$ cat src/rtl/vm2002_change.sv
// Change dispenser: pays a cent balance from a three-denomination hopper,
// largest coin first, with per-coin ack timeout and supplier refills.
//
// state  | meaning
// IDLE   | waiting for a balance; refills accepted here only
// SELECT | choose next coin or finish (paid out / short)
// ISSUE  | coin_req held until coin_ack or ack timer expiry (jam)
// DONE   | one-cycle done pulse, then back to IDLE
module vm2002_change (
  input  logic        clk,
  input  logic        hrst_n,
  input  logic        srst,
  input  logic [15:0] balance,
  input  logic        bal_valid,
  input  logic        coin_ack,
  input  logic        refill_valid,
  input  logic [1:0]  refill_type,
  input  logic [3:0]  refill_count,
  output logic        coin_req,
  output logic [1:0]  coin_out,
  output logic        busy,
  output logic        done,
  output logic        short,
  output logic        jam,
  output logic [15:0] shortfall,
  output logic [7:0]  nickel_cnt,
  output logic [7:0]  dime_cnt,
  output logic [7:0]  quarter_cnt
);

  typedef enum logic [1:0] {IDLE, SELECT, ISSUE, DONE} state_t;

  localparam logic [1:0] COIN_N = 2'b01;
  localparam logic [1:0] COIN_D = 2'b10;
  localparam logic [1:0] COIN_Q = 2'b11;

  state_t      state;
  logic [15:0] remaining;
  logic [7:0]  ack_timer;
  logic [1:0]  pick_type;
  logic [15:0] coin_val;

  function automatic logic [7:0] sat_add(input logic [7:0] a, input logic [3:0] b);
    logic [8:0] s;
    s = {1'b0, a} + {5'd0, b};
    return s[8] ? 8'hFF : s[7:0];
  endfunction

  // Largest coin that fits the remaining balance and is actually stocked.
  always_comb begin
    pick_type = 2'b00;
    if (remaining >= 16'd25 && quarter_cnt != 8'd0)
      pick_type = COIN_Q;
    else if (remaining >= 16'd10 && dime_cnt != 8'd0)
      pick_type = COIN_D;
    else if (remaining >= 16'd5 && nickel_cnt != 8'd0)
      pick_type = COIN_N;
  end

  always_comb begin
    case (coin_out)
      COIN_Q:  coin_val = 16'd25;
      COIN_D:  coin_val = 16'd10;
      COIN_N:  coin_val = 16'd5;
      default: coin_val = 16'd0;
    endcase
  end

  always_ff @(posedge clk or negedge hrst_n) begin
    if (!hrst_n) begin
      state       <= IDLE;
      remaining   <= 16'd0;
      ack_timer   <= 8'd0;
      coin_req    <= 1'b0;
      coin_out    <= 2'b00;
      busy        <= 1'b0;
      done        <= 1'b0;
      short       <= 1'b0;
      jam         <= 1'b0;
      shortfall   <= 16'd0;
      nickel_cnt  <= 8'd0;
      dime_cnt    <= 8'd0;
      quarter_cnt <= 8'd0;
    end else begin
      case (state)
        IDLE: begin
          if (refill_valid) begin
            case (refill_type)
              COIN_N:  nickel_cnt  <= sat_add(nickel_cnt, refill_count);
              COIN_D:  dime_cnt    <= sat_add(dime_cnt, refill_count);
              COIN_Q:  quarter_cnt <= sat_add(quarter_cnt, refill_count);
              default: ;
            endcase
          end
          if (bal_valid) begin
            remaining <= balance;
            short     <= 1'b0;
            jam       <= 1'b0;
            shortfall <= 16'd0;
            busy      <= 1'b1;
            state     <= SELECT;
          end
        end

        SELECT: begin
          if (srst) begin
            coin_req <= 1'b0;
            busy     <= 1'b0;
            done     <= 1'b0;
            state    <= IDLE;
          end else if (remaining == 16'd0) begin
            done  <= 1'b1;
            state <= DONE;
          end else if (pick_type != 2'b00) begin
            coin_out  <= pick_type;
            coin_req  <= 1'b1;
            ack_timer <= 8'hFF;
            state     <= ISSUE;
          end else begin
            short     <= 1'b1;
            shortfall <= remaining;
            done      <= 1'b1;
            state     <= DONE;
          end
        end

        ISSUE: begin
          if (srst) begin
            coin_req <= 1'b0;
            busy     <= 1'b0;
            done     <= 1'b0;
            state    <= IDLE;
          end else if (coin_ack) begin
            remaining <= (remaining >= coin_val) ? remaining - coin_val : 16'd0;
            case (coin_out)
              COIN_N:  if (nickel_cnt  != 8'd0) nickel_cnt  <= nickel_cnt  - 8'd1;
              COIN_D:  if (dime_cnt    != 8'd0) dime_cnt    <= dime_cnt    - 8'd1;
              COIN_Q:  if (quarter_cnt != 8'd0) quarter_cnt <= quarter_cnt - 8'd1;
              default: ;
            endcase
            coin_req <= 1'b0;
            state    <= SELECT;
          end else if (ack_timer == 8'd0) begin
            // Hopper never answered: the coin is not counted as paid.
            jam       <= 1'b1;
            short     <= 1'b1;
            shortfall <= remaining;
            coin_req  <= 1'b0;
            done      <= 1'b1;
            state     <= DONE;
          end else begin
            ack_timer <= ack_timer - 8'd1;
          end
        end

        DONE: begin
          done  <= 1'b0;
          busy  <= 1'b0;
          state <= IDLE;
        end
      endcase
    end
  end

endmodule

$ cat config.mk
export PLATFORM = sky130hd
export DESIGN_NAME = vm2002_change
export DESIGN_NICKNAME = d
export VERILOG_FILES = /design/src/rtl/vm2002_change.sv
export SDC_FILE = /design/constraint.sdc
export NUM_CORES = 1
export LEC_CHECK = 0
export CORE_UTILIZATION = 35
export CTS_CLUSTER_SIZE = 10
export DETAILED_ROUTE_END_ITERATION = 10
export PLACE_DENSITY = 0.65
export SYNTH_ARGS = -nofsm -noshare
export SYNTH_HDL_FRONTEND = slang
export SYNTH_SLANG_ARGS = --single-unit
$ cat constraint.sdc
create_clock -name clk -period 4 [get_ports clk]
set_input_delay 0.8 -clock clk [delete_from_list [all_inputs] [get_ports clk]]
set_output_delay 0.8 -clock clk [all_outputs]
set_load 0.005 [all_outputs]
# Word level (Yosys, flattened, before mapping)
# Index checks and enable logic that the tools add are counted.
# totals
input_bits,28
out_inout_bits,47
reg_bits,73
word_cells,169
# op_classes
mux,79
addsub,8
n_bitwise,2
n_eq_ne,36
reduce_logical,27
magnitude_cmp,4
# op_table
op,n
$mux W8,27
$mux W16,11
$pmux W8 S2,4
$pmux W16 S3,1
$pmux W16 S2,1
$sub A8 B1 Y8 const B,4
$ne A2 B2 Y1 const B,14
$reduce_and A7 Y1,4
$add A8 B4 Y9,3
$reduce_bool A8 Y1,3
$mux W1,21
$ge A16 B16 Y1,1
$ge A16 B3 Y1 const B,1
$ge A16 B4 Y1 const B,1
$ge A16 B5 Y1 const B,1
$logic_not A16 Y1,1
$reduce_and A4 Y1,4
$sub A16 B16 Y16,1
$pmux W5 S3,1
$mux W2,7
$ne A2 B1 Y1 const B,7
$eq A2 B2 Y1 const B,6
$ne A3 B3 Y1 const B,4
$pmux W1 S3,3
14 further kinds,25

# Depth between registers and ports, before layout
# logic_depth
word_depth,10
depth_mapped,11
mapped_depth_nobuf,10

# Least setup slack after synthesis
# No wires, ideal clock.
# synth_path
kind,reg2reg
from,register remaining[9]
to,register short
path_buffers,2
path_slack_ns,1.066
synth_period_minus_slack_ns,2.934
setup_time_ns,0.125
arrival_ns,2.809
stages_incl_launch_ff,9
required_ns,3.875
cell_sequence,dfrtp_1 -> or4_1 -> clkbuf_2 -> or4_4 -> o31ai_4 -> nand3_4 -> o41ai_2 -> buf_6 -> mux2_2
# synth_between
elab_chain_len,8
elab_cells_between_ends,14
classes_between,order compare (3); eq/ne (2); mux (3); reduce/logical (6)
# synth_lines
element,line,source
start: declaration,38,logic [15:0] remaining;
start signal: assignment,96,remaining <= balance;
start signal: assignment,134,remaining <= (remaining >= coin_val) ? remaining - coin_val : 16'd0;
$ge A16 B3 Y1,56,else if (remaining >= 16'd5 && nickel_cnt != 8'd0)
$logic_and A1 B1 Y1,56,
$mux W1,56,
$mux W2,54,else if (remaining >= 16'd10 && dime_cnt != 8'd0)
$mux W2,52,if (remaining >= 16'd25 && quarter_cnt != 8'd0)
$reduce_bool A2 Y1,114,end else if (pick_type != 2'b00) begin
$ne A2 B2 Y1 (no source line),n/a,
$reduce_and A8 Y1 (no source line) (*),n/a,
end signal: assignment,78,short <= 1'b0;
end signal: assignment,120,short <= 1'b1;
end signal: assignment,146,short <= 1'b1;
end: declaration,23,"output logic short,"
# Every way passes the cells marked *; elsewhere a longest branch is shown, timed or not.
# A chain may end at the register's enable or synchronous reset.

# Final worst setup path
# Ends and elaborated chain as after synthesis.

==> impl_metrics.yaml <==
synthesis:
  syn-instance-count: 599
  syn-mean-instance-area_um2: 8.62
  yosysTopAreaCell: "dfrtp_1"
  ys_ff_latch: 73
  syn_nets: 659
  synth_top_flop_cell: "dfrtp_1"
  synth_cell_type_count: 68
  yosysTopAreaCellShare: 0.354
  synth_area_um2: 5160
  yosysWarnings: 0
  async_reset_ff_frac: 1.00
  yosys-top-cells-area: "dfrtp_1 35%, ha_1 6.8%, mux2i_1 4.3%"
  synth_edf_count: 0
  ys_seq_area_frac: 0.354
clocking:
  cts_hold_buffers: 0
  cts_buffers: 9
  h-tree-depth: 3
  cts_resized: 0
  cts_tree: "done"
  cts_setup_buffers: 0
  worstSkewPairLatency_ns: 0.34
  max-clock-path-buffers: 2
  clock_sinks: 73
  cts.clk_slew.worst_paths_ns: 0.06
  cts_root_buf: "clkbuf_16"
timing:
  slew_headroom: 0.242
  hold_viol_final: 0
  setup_tns_ns: 0
  skew_ns: 0.00794
  rsz0062_at_grt: "false"
  drv_slew: 0
  fin_crit_sh: 0.827
  fmax_mhz: 302
  fin_crit_ns: 3.31
  tightest_slew_ns: 1.12
  setup_viol: 0
worst_hold_path:
  whs_endpoint: "short"
  whs_path_depth: 1
  worstHoldPathType: "reg2reg"
  min-delay-start: "short"
critical_path:
  slowest_delay_ns: 0.68
  worst-path-buf-inv: 1
  worstPathRequired_ns: 4.22
  cp_top_family: "simple AND/OR/NAND/NOR gates"
  path_cells: "or4_1 -> or4_4 -> o31ai_4 -> nand3_4 -> o41ai_4 -> buf_4 -> mux2_2"
  arrival_ns: 3.53
  reg2reg_depth: 7
  crit_fanout: 17
  cpMaxStageDelayCell: "or4_1"
  end_kind: "register"
  reg2reg_from: "remaining[9]"
  cp-start-kind: "register"
  cp.depth: 7
  path_class: "reg2reg"
  ff2ff_setup_slack_ns: 0.69
  reg2reg_to: "short"
cells_and_area:
  final_nets: 726
  final_cell_mix: "73 x dfrtp_1, 73 x clkdlybuf4s50_1, 55 x inv_1"
  final_layout_size_suffix_gt1_frac: 0.0673
  diodes: 0
  final_util: 0.440
  area_growth_pct: 23.5
floorplan:
  pin_count: 75
  num_rows: 44
  die_h_um: 123
  core_area_um2: 14500
  initial_core_util: 0.356
  chipWidth_um: 123
  dieArea_um2: 15200
grt:
  grtUsageTotal: 0.191
  grt_max_degree: 34
  grt_pass1_vias: 4547
  antenna_found_initial: 0
  gr-total-overflow: 0
  grt_pass1_wl_um: 22700
route:
  first_iter_violations: 305
  route.detailed.drc: 0
  first_pass_iters: 5
  routed_wl_um: 13800
  avgRoutedWirePerCell_um: 16.2
  vias: 4839
  viasPerCell: 5.67
  ant_nets: 0
power:
  ir_drop_v: 0.000286
  p_per_area_nw_per_um2: 817
  power_mw: 5.21
  power_leakage_nw: 2.68
placement:
  io_buffers: 74
  gp_congestion: 0.879
  dp.final_hpwl_um: 10100
run:
  max_cap_violations: 0
status:
  status: "complete, no violations"
==> cell usage after synthesis, types with 4 or more instances <==
cell,n
ha_1,28
nand2_1,46
o21ai_0,41
a32oi_1,6
or3_1,6
o2bb2ai_1,4
a221oi_1,4
xor2_1,6
nor2_1,54
nor4_1,7
o41ai_1,5
a211oi_1,5
nand2b_1,8
inv_1,55
clkbuf_1,22
a31oi_1,12
a221o_1,5
o22ai_1,4
a21oi_1,35
dfrtp_1,73
a32o_1,5
o21a_1,4
nor3_1,25
and3_1,4
nor2b_1,8
mux2i_1,22
a22o_1,10
or2_2,5
and4_1,6
a211o_1,4
a21o_1,7
nand3_1,12
fa_1,4
or4_1,4
==> cells by family (layout without fill, tap and decap cells) <==
logic type / count (synthesis) / after routing / share of synthesized area
simple gates: 198 / 198 / 0.192
xor+xnor: 8 / 8 / 0.0136
buf+inv: 84 / 154 / 0.0659
fa+ha+maj: 32 / 32 / 0.0834
mux: 23 / 23 / 0.0448
flops: 73 / 73 / 0.354
compound gates: 181 / 181 / 0.246
==> area by class of cell <==
type / count / area (um^2)
inverter: 56 / 210
multi-input combinational: 442 / 3010
sequential: 73 / 1830
tap: 184 / 230
clock buffer: 11 / 243
fill: 1401 / 8110
clock inverter: 3 / 42.5
timing repair buffer: 84 / 811
==> flip-flops by register name, summed over array words and instances (netlist names), 2 cells and up <==
| signal | cells |
|---|---|
| remaining | 16 |
| shortfall | 16 |
| ack_timer | 8 |
| dime_cnt | 8 |
| nickel_cnt | 8 |
| quarter_cnt | 8 |
| coin_out | 2 |
| state | 2 |
==> layer usage <==
| layer | vias up | GRT usage | routed length (um) |
|---|---|---|---|
| met5 | - | 0 | 0 |
| met4 | 0 | 0.0738 | 161 |
| met3 | 9 | 0.0244 | 517 |
| met2 | 145 | 0.310 | 6740 |
| met1 | 2357 | 0.258 | 6370 |
| li1 | 2328 | - | - |
==> how the worst max path moves through the flow <==
| stage | end | from |
|---|---|---|
| after global placement | short | remaining[9] |
| after global routing | short | remaining[9] |
| after CTS | short | remaining[9] |
| after detailed placement | short | remaining[9] |
| final | short | remaining[9] |
| after floorplan | short | remaining[9] |
==> power breakdown <==
part / internal, mW / switching [mW]
clock network: 0.492 / 0.309
registers: 1.04 / 0.412
logic: 1.36 / 1.60
total: 2.89 / 2.32
==> stage by stage <==
step	cells	area (um^2)	hold WS, ns	setup WS, ns
finish	853	6370	0.515	0.691
floorplan	599	5160	0.482	1.07
global route	853	6370	0.532	0.540
global placement	839	6090	0.497	0.796
detailed placement	839	6090	0.505	0.707
CTS	853	6370	0.522	0.693
Power figures use the tool's default switching activity.
